File: src/rtl/ternary_mem_reader.sv
// Post-halt read-back engine: fetches a range of 9-trit words from data memory
// and streams each one out as a signed binary integer over valid/ready.
module ternary_mem_reader #(
  parameter int unsigned WORDS_W = 9,
  localparam int unsigned ADDR_W = 18,
  localparam int unsigned DATA_W = 16
) (
  input  logic                     clock,
  input  logic                     reset,
  input  logic                     start,
  input  logic [ADDR_W-1:0]        base_addr,
  input  logic [WORDS_W-1:0]       word_count,
  output logic                     mem_read,
  output logic [ADDR_W-1:0]        mem_addr,
  input  logic [ADDR_W-1:0]        mem_read_data,
  output logic                     out_valid,
  input  logic                     out_ready,
  output logic signed [DATA_W-1:0] out_data,
  output logic [WORDS_W-1:0]       out_index,
  output logic                     out_last,
  output logic                     busy,
  output logic                     done,
  output logic                     error
);

  localparam int unsigned TRITS = 9;
  localparam int unsigned CNT_W = 4;
  localparam logic [1:0] T_ZERO = 2'b00;
  localparam logic [1:0] T_POS  = 2'b01;
  localparam logic [1:0] T_NEG  = 2'b10;
  localparam logic [1:0] T_BAD  = 2'b11;

  typedef enum logic [2:0] {IDLE, READ, WAIT, CONVERT, OUTPUT, FINISH} state_t;

  state_t                     state, state_next;
  logic [ADDR_W-1:0]          addr_reg, addr_d, shift_reg;
  logic [WORDS_W-1:0]         remaining, index;
  logic signed [DATA_W-1:0]   acc, acc_step, trit_val;
  logic [CNT_W-1:0]           trit_cnt;
  logic                       launch_c, invalid_c;
  logic [1:0]                 trit_code;

  // Balanced-ternary +1; an all-positive word rolls over to all-negative.
  function automatic logic [ADDR_W-1:0] ternary_inc(input logic [ADDR_W-1:0] a);
    logic [ADDR_W-1:0] r;
    logic              carry;
    r     = a;
    carry = 1'b1;
    for (int i = 0; i < int'(TRITS); i++) begin
      if (carry) begin
        case (a[2*i +: 2])
          T_POS:   r[2*i +: 2] = T_NEG;
          T_NEG:   begin r[2*i +: 2] = T_ZERO; carry = 1'b0; end
          default: begin r[2*i +: 2] = T_POS;  carry = 1'b0; end
        endcase
      end
    end
    return r;
  endfunction

  always_ff @(posedge clock) begin
    if (reset) state <= IDLE;
    else       state <= state_next;
  end

  // Next state, trit decode and next-address selection.
  always_comb begin
    state_next = state;
    launch_c   = 1'b0;
    addr_d     = addr_reg;
    trit_code  = shift_reg[ADDR_W-1 -: 2];
    invalid_c  = (trit_code == T_BAD);
    case (trit_code)
      T_POS:   trit_val = DATA_W'(1);
      T_NEG:   trit_val = -DATA_W'(1);
      default: trit_val = '0;
    endcase
    acc_step = (acc <<< 1) + acc + trit_val;
    case (state)
      IDLE: begin
        addr_d = base_addr;
        if (start && !busy) begin
          launch_c   = 1'b1;
          state_next = (word_count == '0) ? FINISH : READ;
        end
      end
      READ:    state_next = WAIT;
      WAIT:    state_next = CONVERT;
      CONVERT: if (trit_cnt == '0) state_next = OUTPUT;
      OUTPUT: begin
        addr_d = ternary_inc(addr_reg);
        if (out_ready) state_next = (remaining > WORDS_W'(1)) ? READ : FINISH;
      end
      FINISH:  state_next = IDLE;
      default: state_next = IDLE;
    endcase
  end

  // Datapath and registered outputs; busy stays up one cycle past done.
  always_ff @(posedge clock) begin
    if (reset) begin
      mem_read  <= 1'b0;
      mem_addr  <= '0;
      out_valid <= 1'b0;
      out_data  <= '0;
      out_index <= '0;
      out_last  <= 1'b0;
      busy      <= 1'b0;
      done      <= 1'b0;
      error     <= 1'b0;
      addr_reg  <= '0;
      remaining <= '0;
      index     <= '0;
      shift_reg <= '0;
      acc       <= '0;
      trit_cnt  <= '0;
    end else begin
      mem_read  <= (state_next == READ);
      out_valid <= (state_next == OUTPUT);
      done      <= (state_next == FINISH);
      busy      <= (state != IDLE) || (state_next != IDLE);
      if (state_next == READ) mem_addr <= addr_d;
      case (state)
        IDLE: begin
          if (launch_c) begin
            addr_reg  <= base_addr;
            remaining <= word_count;
            index     <= '0;
            error     <= 1'b0;
          end
        end
        WAIT: begin
          shift_reg <= mem_read_data;
          acc       <= '0;
          trit_cnt  <= CNT_W'(TRITS - 1);
        end
        CONVERT: begin
          acc       <= acc_step;
          shift_reg <= {shift_reg[ADDR_W-3:0], 2'b00};
          trit_cnt  <= trit_cnt - CNT_W'(1);
          if (invalid_c) error <= 1'b1;
          if (trit_cnt == '0) begin
            out_data  <= acc_step;
            out_index <= index;
            out_last  <= (remaining == WORDS_W'(1));
          end
        end
        OUTPUT: begin
          if (out_ready) begin
            addr_reg  <= addr_d;
            remaining <= remaining - WORDS_W'(1);
            index     <= index + WORDS_W'(1);
          end
        end
        default: ;
      endcase
    end
  end

endmodule
File: config.mk
export PLATFORM = sky130hd
export DESIGN_NAME = ternary_mem_reader
export DESIGN_NICKNAME = d
export VERILOG_FILES = /design/src/rtl/ternary_mem_reader.sv
export SDC_FILE = /design/constraint.sdc
export NUM_CORES = 1
export LEC_CHECK = 0
export CAP_MARGIN = 20
export CORE_MARGIN = 3
export CORE_UTILIZATION = 50
export CTS_BUF_LIST = sky130_fd_sc_hd__clkbuf_8 sky130_fd_sc_hd__clkbuf_16
export DETAILED_ROUTE_END_ITERATION = 16
export GPL_ROUTABILITY_DRIVEN = 0
export PLACE_DENSITY = 0.77
export SYNTH_ARGS = -nofsm -noshare
export SYNTH_HDL_FRONTEND = slang
export SYNTH_SLANG_ARGS = --single-unit
File: constraint.sdc
create_clock -name clock -period 3.48 [get_ports clock]
set_input_delay 0.348 -clock clock [delete_from_list [all_inputs] [get_ports clock]]
set_output_delay 0.348 -clock clock [all_outputs]
set_load 0.1 [all_outputs]
== Yosys cells after proc, flatten, opt, wreduce, memory -nomap -nowiden ==
Cells that the tools add are included.

* Bits in registers: 126
* Input port bits: 49
* Output and inout port bits: 49
* Word-level logic and storage cells: 133

* $add $sub $neg: 5
* Magnitude comparators: 1
* Eq/ne operators: 32
* Mux-type cells: 65
* Reductions and logical operators: 14

{| class="wikitable"
|+ Operators with widths
! kind !! count
|-
| 18-bit case mux with 2 select lines || 3
|-
| 16-bit case mux with 2 select lines || 2
|-
| 18-bit two-way mux || 2
|-
| 9-bit two-way mux || 4
|-
| 2-bit case mux with 2 select lines || 9
|-
| 9-bit case mux with 2 select lines || 2
|-
| 16-bit adder || 2
|-
| 1-bit two-way mux || 27
|-
| 2-bit == test, second input constant || 11
|-
| 2-bit by 1-bit == test with 1-bit output, second input constant || 10
|-
| 2-bit two-way mux || 8
|-
| 3-bit two-way mux || 5
|-
| 3-bit case mux with 5 select lines || 1
|-
| 9-bit by 1-bit adder with 9-bit output, second input constant || 1
|-
| 3-bit == test, second input constant || 3
|-
| 9-bit by 1-bit == test with 1-bit output, second input constant || 1
|-
| 9-bit by 1-bit > comparator with 1-bit output, second input constant || 1
|-
| 9-bit logical NOT || 1
|-
| 9-bit by 1-bit subtractor with 9-bit output, second input constant || 1
|-
| 4-bit case mux with 2 select lines || 1
|-
| 3-bit by 1-bit == test with 1-bit output, second input constant || 2
|-
| 3-bit by 2-bit == test with 1-bit output, second input constant || 2
|-
| 2-bit inequality test, second input constant || 3
|-
| 3-bit AND reduction || 2
|-
| other kinds (10) || 13
|}

== Logic depth before layout (Yosys ltp) ==
Gate-level depths: netlist of run 1.

* Depth in word-level cells: 21
* Gate-level depth with buffers: 13
* Gate-level depth less buffers: 13

== Least setup slack after synthesis of run 1 ==
Ideal clock, no wire load.

* Path kind: register to register
* From: reg shift_reg[16]
* To: reg acc[13]
* Setup time: 0.060 ns
* Arrival: 3.240 ns
* Required time: 3.420 ns
* Setup slack: 0.180 ns
* Stages on the path, launching flop included: 13
* Clock period less this slack: 3.300 ns
* Cell sequence: dfxtp_1 > inv_1 > ha_1 > fa_1 > ha_1 > inv_1 > fa_1 > nor2b_1 > o21bai_1 > a211oi_2 > o211ai_1 > a2111oi_0 > a311o_1

* Cells in the longest elaborated chain, start to end: 4
* Elaborated cells on any way between the ends: 5
* Classes of those cells: 1 x add/sub; 2 x eq/ne; 2 x mux

{| class="wikitable"
|+ RTL lines
! element !! RTL line !! RTL
|-
| start, declared || 36 || <nowiki>logic [ADDR_W-1:0] addr_reg, addr_d, shift_reg;</nowiki>
|-
| start signal, assigned || 133 || <nowiki>shift_reg <= mem_read_data;</nowiki>
|-
| start signal, assigned || 139 || <nowiki>shift_reg <= {shift_reg[ADDR_W-3:0], 2'b00};</nowiki>
|-
| 2-bit == test / 2-bit by 1-bit == test with 1-bit output (equally long branches) || 73 || <nowiki>case (trit_code)</nowiki>
|-
| 16-bit case mux with 2 select lines * || 73 ||
|-
| 16-bit adder * || 78 || <nowiki>acc_step = (acc <<< 1) + acc + trit_val;</nowiki>
|-
| 16-bit case mux with 2 select lines * || 123 || <nowiki>case (state)</nowiki>
|-
| end signal, assigned || 138 || <nowiki>acc <= acc_step;</nowiki>
|-
| end, declared || 38 || <nowiki>logic signed [DATA_W-1:0] acc, acc_step, trit_val;</nowiki>
|}

Mark *: on every way between the ends. The rest lies on a longest branch, timed or not.
A chain may end at the register's enable or synchronous reset.

== Worst setup path in the final report of run 1 ==
* From: reg shift_reg[16]
* To: reg acc[12]

Same word-level chain as after synthesis.

==> run_results.csv, run 1 <==
group,metric,value,unit
status,status,"completed",
setup_path,rr_endpoint,"acc[12]$_SDFFE_PP0P_",
setup_path,crit_fanout,13,
global_routing,use_met1,31.3,%
setup_path,worstSetupStartpointType,"register",
logic_synthesis,synth_enable_flop_cells,0,
clocking,clock-sinks,126,
clocking,cts_tree,"yes",
setup_path,worst-path-stages,11,
die,initial_core_util,51.8,%
logic_synthesis,synth_area_leaders,"dfxtp_1, ha_1, a21oi_1",
logic_synthesis,yosys.area.top_type,"dfxtp_1",
job,drv_cap,0,
clocking,cts.path.max_buffers,2,
setup_path,cpMaxStageDelayCell,"or4b_1",
setup_path,rr_startpoint,"shift_reg[16]$_SDFFE_PP0P_",
finish,fin_cells,1106,
placement,io_buffers,97,
clocking,clk_latency,0.42,ns
logic_synthesis,synth_nets,941,
clocking,cts_buffers,17,
setup_path,crit_buf_inv,2,
sta,rsz0062_at_grt,"false",
logic_synthesis,yosysMostFrequentCell,"dfxtp_1",
setup_path,path_cells,"inv_1, ha_1, buf_4, fa_1, ha_1, a21o_1, a21o_1, o311ai_2, or4b_1, o311a_1, o21ai_0",
sta,finalHoldViolCount,0,
sta,worstMarginPinSlew,1.02,ns
setup_path,reg2regPathDepth,11,
logic_synthesis,syn_inst,839,
route,wl,16700,µm
logic_synthesis,synth-seq-cells,126,
finish,syn_to_final_growth,24.7,%
finish,fin_area,8650,µm²
logic_synthesis,netlist-cell-type-count,65,
global_routing,grt_start_max_net_pins,46,
setup_path,criticalPathCategory,"reg2reg",
clocking,cts_root_buffer,"clkbuf_16",
sta,report.final.setup_viol,0,
logic_synthesis,synth_top_area_share,36.4,%
sta,fmax,0.307,GHz
logic_synthesis,synth.yosys.seq_area_share,36.4,%
die,die_y,124,µm
power_and_ir_drop,powerDensity,567,nW/µm²
global_routing,overflow,0,
setup_path,cp-endpoint,"acc[12]$_SDFFE_PP0P_",
setup_path,critPathRequiredTime,3.82,ns
setup_path,crit_path_end_kind,"register",
logic_synthesis,synthTopCellsByCount,"dfxtp_1, nor2_1, nand2_1",
sta,tns,0,ns
global_routing,grt_use_total,22.8,%
setup_path,critical_path.startpoint,"shift_reg[16]$_SDFFE_PP0P_",
setup_path,cp.arrival,3.60,ns
sta,fin_crit,3.26,ns
sta,slew_violations,0,
setup_path,max_stage_delay,0.48,ns
global_routing,grtUsageMet3,4.95,%
clocking,cts_htree_levels,4,
finish,fin_util,64.6,%
global_routing,grt_pass1_vias,5868,
die,num_io_pins,98,
route,wl_per_cell,15.1,µm
clocking,clkSlewWorstSetupHoldPaths,0.05,ns
power_and_ir_drop,power.leakage,3.31,nW
global_routing,grtUsageMet2,35.3,%
placement,place_area,8040,µm²
setup_path,rrSetupSlack,0.22,ns
sta,finClkSkew,0.00944,ns
min_path,hp-class,"in2reg",
route,avgViaCountPerCell,5.65,
clocking,cts_hold_repair.buffers,0,
global_routing,grt_first_pass_wirelength,28000,µm
die,dieArea,15300,µm²
finish,diodes,0,
global_routing,grt.busiest_layer,"met2",
die,rows,42,
logic_synthesis,netlist_area,6940,µm²
sta,slew_headroom,32.0,%
setup_path,crit_family,"adder cells",
die,die_w,124,µm
logic_synthesis,synthArstFlopShare,0,%
finish,drive_gt1_share,5.70,%
placement,dp_hpwl,11600,µm
route,dr.pass1.iters,5,
route,dr_total_vias,6254,
logic_synthesis,yosys_warnings,0,
logic_synthesis,synth_ff_type,"dfxtp_1",
route,ant_nets,0,
sta,fin_crit_sh,93.7,%
route,drtIter0Drc,456,
global_routing,antenna_found_initial,0,
die,coreArea,13400,µm²
finish,finalNetCount,1021,
logic_synthesis,avgSynthCellArea,8.27,µm²
route,drc,0,
power_and_ir_drop,vdd_drop_max,367,µV
placement,placedCellCount,1074,
[final cells by class]
| type | instances | area, µm² |
|---|---|---|
| Clock buffer | 19 | 453 |
| Sequential cell | 126 | 2520 |
| Tap cell | 176 | 220 |
| Inverter | 27 | 101 |
| Clock inverter | 11 | 128 |
| Timing Repair Buffer | 117 | 1140 |
| Multi-Input combinational cell | 630 | 4090 |
| Fill cell | 1129 | 4750 |
[how the worst min path moves through the flow]
| stage | from | endpoint | slack [ns] | cells past startpoint |
|---|---|---|---|---|
| final | reset | acc[11]$_SDFFE_PP0P_ | 0.31 | 2 |
| after floorplan | shift_reg[0]$_SDFFE_PP0P_ | shift_reg[0]$_SDFFE_PP0P_ | 0.43 | 2 |
| after detailed placement | out_data[5]$_SDFFE_PP0P_ | out_data[5]$_SDFFE_PP0P_ | 0.45 | 2 |
| after CTS | reset | acc[9]$_SDFFE_PP0P_ | 0.31 | 2 |
| after global placement | out_data[5]$_SDFFE_PP0P_ | out_data[5]$_SDFFE_PP0P_ | 0.44 | 2 |
| after global routing | reset | acc[11]$_SDFFE_PP0P_ | 0.33 | 2 |
[worst register-to-register path, stage by stage (launching register included)]
cell and delay, ns:
dfxtp_1 0.32, inv_1 0.06, ha_1 0.21, buf_4 0.28, fa_1 0.47, ha_1 0.37, a21o_1 0.19, a21o_1 0.20
o311ai_2 0.29, or4b_1 0.48, o311a_1 0.15, o21ai_0 0.17
[metrics by stage]
step                      setup slack (ns)  hold WS [ns]  power [mW]
after floorplan                      0.180         0.432        2.80
after global placement               0.293         0.438        3.14
after CTS                            0.178         0.307        4.92
after global routing                0.0299         0.326        5.16
after detailed placement             0.214         0.446        3.16
final                                0.218         0.314        4.91
[report_power, final]
group          internal (mW)  switching [mW]
combinational          0.512           0.956
clock                   1.14           0.607
sequential              1.59           0.104
total                   3.24            1.67
[layer usage]
| layer | up-vias | share of wire (%) |
|---|---|---|
| li1 | 3143 | - |
| met1 | 2899 | 45 |
| met2 | 187 | 46 |
| met3 | 25 | 6.9 |
| met4 | 0 | 1.7 |
| met5 | - | 0 |
[cell families after synthesis]
kind of cell             after synthesis  synth area share, %
AO/OA/AOI/OAI                        225                 20.5
XOR/XNOR                              13                 1.64
adder cells (fa/ha/maj)               53                 11.2
buffers and inverters                 83                 4.89
flip-flops                           126                 36.4
multiplexers                          33                 4.76
AND/OR/NAND/NOR                      306                 20.6
[layout by cell type (no fill, tap or decap), types with 8 or more instances in the layout]
| cell | synthesis | layout |
|---|---|---|
| clkdlybuf4s50_1 | 0 | 96 |
| nor2_1 | 99 | 99 |
| fa_1 | 15 | 15 |
| dfxtp_1 | 126 | 126 |
| nor3_1 | 23 | 23 |
| ha_1 | 38 | 38 |
| nand4_1 | 8 | 8 |
| nand2b_1 | 11 | 11 |
| o22ai_1 | 9 | 9 |
| and2_1 | 11 | 11 |
| a21oi_1 | 81 | 80 |
| o21ai_0 | 41 | 40 |
| buf_4 | 0 | 20 |
| mux2i_1 | 33 | 33 |
| nand3b_1 | 8 | 8 |
| inv_1 | 27 | 32 |
| nand3_1 | 23 | 23 |
| clkbuf_16 | 0 | 17 |
| a211oi_1 | 31 | 31 |
| nand2_1 | 88 | 88 |
[repair_timing]
action                                  CTS  global route
setup buffers                             0             1
endpoints found under the setup margin    0             2
resized for setup                         0             2
No activity file was read; power rests on OpenSTA's default activity.
==> run 2: changes to the inputs <==
- SKIP_LAST_GASP: not set -> 1
==> results of run 2 <==
No change in the layout: final DEF, timing and power equal those of run 1.
==> run 3: changes to the inputs <==
- CAP_MARGIN: 20 -> not set
- MAX_ROUTING_LAYER: not set -> met4
==> run 3 against run 2 <==
Against the previous run:
- via count is 0.66% higher
- power down 0.24%
- first-iteration DRC count rose by 1.1%
- fmax increased by 0.20%
==> run_results.csv, run 3 (same netlist as run 1, synthesis figures left out) <==
group,metric,value,unit
status,status,"completed",
sta,fmax,0.307,GHz
die,coreArea,13400,µm²
setup_path,worstSetupStartpointType,"register",
clocking,cts_htree_levels,4,
placement,pre_cts_ws,0.214,ns
sta,fin_crit,3.26,ns
min_path,hold-path-endpoint,"acc[11]$_SDFFE_PP0P_",
finish,diodes,0,
setup_path,crit_path_end_kind,"register",
global_routing,grt_pass1_vias,5865,
sta,finClkSkew,0.00772,ns
sta,fin_crit_sh,93.5,%
setup_path,reg2regPathDepth,11,
setup_path,criticalPathCategory,"reg2reg",
sta,report.final.setup_viol,0,
power_and_ir_drop,powerDensity,568,nW/µm²
die,die_w,124,µm
sta,slew_headroom,28.7,%
clocking,clkSlewWorstSetupHoldPaths,0.05,ns
die,num_io_pins,98,
setup_path,rr_startpoint,"shift_reg[16]$_SDFFE_PP0P_",
global_routing,grt_use_total,23.5,%
finish,drive_gt1_share,5.60,%
route,ant_nets,0,
clocking,cts_root_buffer,"clkbuf_16",
placement,io_buffers,97,
global_routing,grt_first_pass_wirelength,28000,µm
clocking,cts_buffers,17,
setup_path,critPathRequiredTime,3.82,ns
route,dr_total_vias,6295,
finish,final_cell_mix,"dfxtp_1, nor2_1, clkdlybuf4s50_1, nand2_1, a21oi_1",
clocking,clock-sinks,126,
die,initial_core_util,51.8,%
sta,slew_violations,0,
power_and_ir_drop,vdd_drop_max,368,µV
setup_path,rr_endpoint,"acc[12]$_SDFFE_PP0P_",
route,dr.pass1.iters,5,
power_and_ir_drop,power.leakage,3.30,nW
die,rows,42,
route,wl_per_cell,15.1,µm
placement,dp_hpwl,11600,µm
setup_path,rrSetupSlack,0.22,ns
clocking,cts_tree,"yes",
job,drv_cap,0,
setup_path,cp.arrival,3.59,ns
clocking,cts.path.max_buffers,2,
die,dieArea,15300,µm²
route,wl,16700,µm
sta,rsz0062_at_grt,"false",
sta,setup_ws,0.225,ns
global_routing,grt_start_max_net_pins,46,
clocking,clk_latency,0.41,ns
finish,finalNetCount,1020,
finish,syn_to_final_growth,24.4,%
clocking,cts_hold_repair.buffers,0,
route,avgViaCountPerCell,5.70,
min_path,hold_start,"reset",
finish,fillerInstances,1131,
min_path,holdPathStages,2,
setup_path,crit_fanout,13,
finish,final_common_cell,"dfxtp_1",
sta,worstMarginPinSlew,1.07,ns
sta,finalHoldViolCount,0,
global_routing,overflow,0,
route,drtIter0Drc,461,
die,die_y,124,µm
sta,tns,0,ns
global_routing,antenna_found_initial,0,
min_path,hp-class,"in2reg",
route,drc,0,
## run 3: cell types whose count changed in the layout (fill, tap and decap cells not counted)
cell | before | now
buf_16 | 1 | 0
## run 3: worst max path at each step
| stage | start | endpoint | slack (ns) |
|---|---|---|---|
| after CTS | shift_reg[16]$_SDFFE_PP0P_ | out_data[15]$_SDFFE_PP0P_ | 0.18 |
| after global routing | shift_reg[16]$_SDFFE_PP0P_ | acc[10]$_SDFFE_PP0P_ | 0.01 |
| after detailed placement | shift_reg[16]$_SDFFE_PP0P_ | out_data[15]$_SDFFE_PP0P_ | 0.21 |
| final | shift_reg[16]$_SDFFE_PP0P_ | acc[12]$_SDFFE_PP0P_ | 0.22 |
| after floorplan | shift_reg[16]$_SDFFE_PP0P_ | acc[13]$_SDFFE_PP0P_ | 0.18 |
| after global placement | shift_reg[16]$_SDFFE_PP0P_ | acc[13]$_SDFFE_PP0P_ | 0.29 |
## run 3: what timing repair did
| item | CTS | global route |
|---|---|---|
| endpoints found under the setup margin | 0 | 2 |
| buffers inserted | 0 | 1 |
| gates resized for setup | 0 | 2 |
## run 3: area by class of cell
class                           instances  area (µm²)  area share, %
Clock buffer                           19         453           5.25
Sequential cell                       126        2520           29.2
Timing Repair Buffer                  116        1110           12.9
Tap cell                              176         220           2.55
Inverter                               27         101           1.17
Clock inverter                         11         128           1.48
Multi-Input combinational cell        630        4090           47.4
## run 3: routing by layer
| layer | part of all wire (%) | track usage [%] | vias up |
|---|---|---|---|
| met5 | 0 | - | - |
| met4 | 1.8 | 8.65 | 0 |
| met3 | 5.9 | 4.77 | 27 |
| met2 | 46 | 35.2 | 187 |
| met1 | 46 | 31.5 | 2933 |
| li1 | - | - | 3148 |
## run 3: stage by stage
stage                     cell area (µm²)  total power, mW  instances  util, %  hold slack [ns]
after floorplan                      6940             2.80        839        -            0.432
after global placement               8040             3.14       1074     60.0            0.438
after detailed placement             8040             3.16       1074     60.0            0.446
after CTS                            8620             4.92       1104     64.3            0.307
after global routing                 8630             5.14       1105     64.4            0.325
final                                8630             4.90       1105     64.4            0.318
## run 3: power breakdown
part           total [mW]  switching [mW]  internal (mW)
Clock                1.75           0.607           1.14
Sequential           1.69           0.103           1.59
Combinational        1.46           0.956          0.502
Total                4.90            1.67           3.23
## run 3: worst max-delay path, cell delays in order (launching register included)
cell	delay [ns]
dfxtp_1	0.32
inv_1	0.06
ha_1	0.21
buf_4	0.28
fa_1	0.46
ha_1	0.37
a21o_1	0.19
a21o_1	0.20
o311ai_2	0.29
or4b_1	0.48
o311a_1	0.15
o21ai_0	0.17
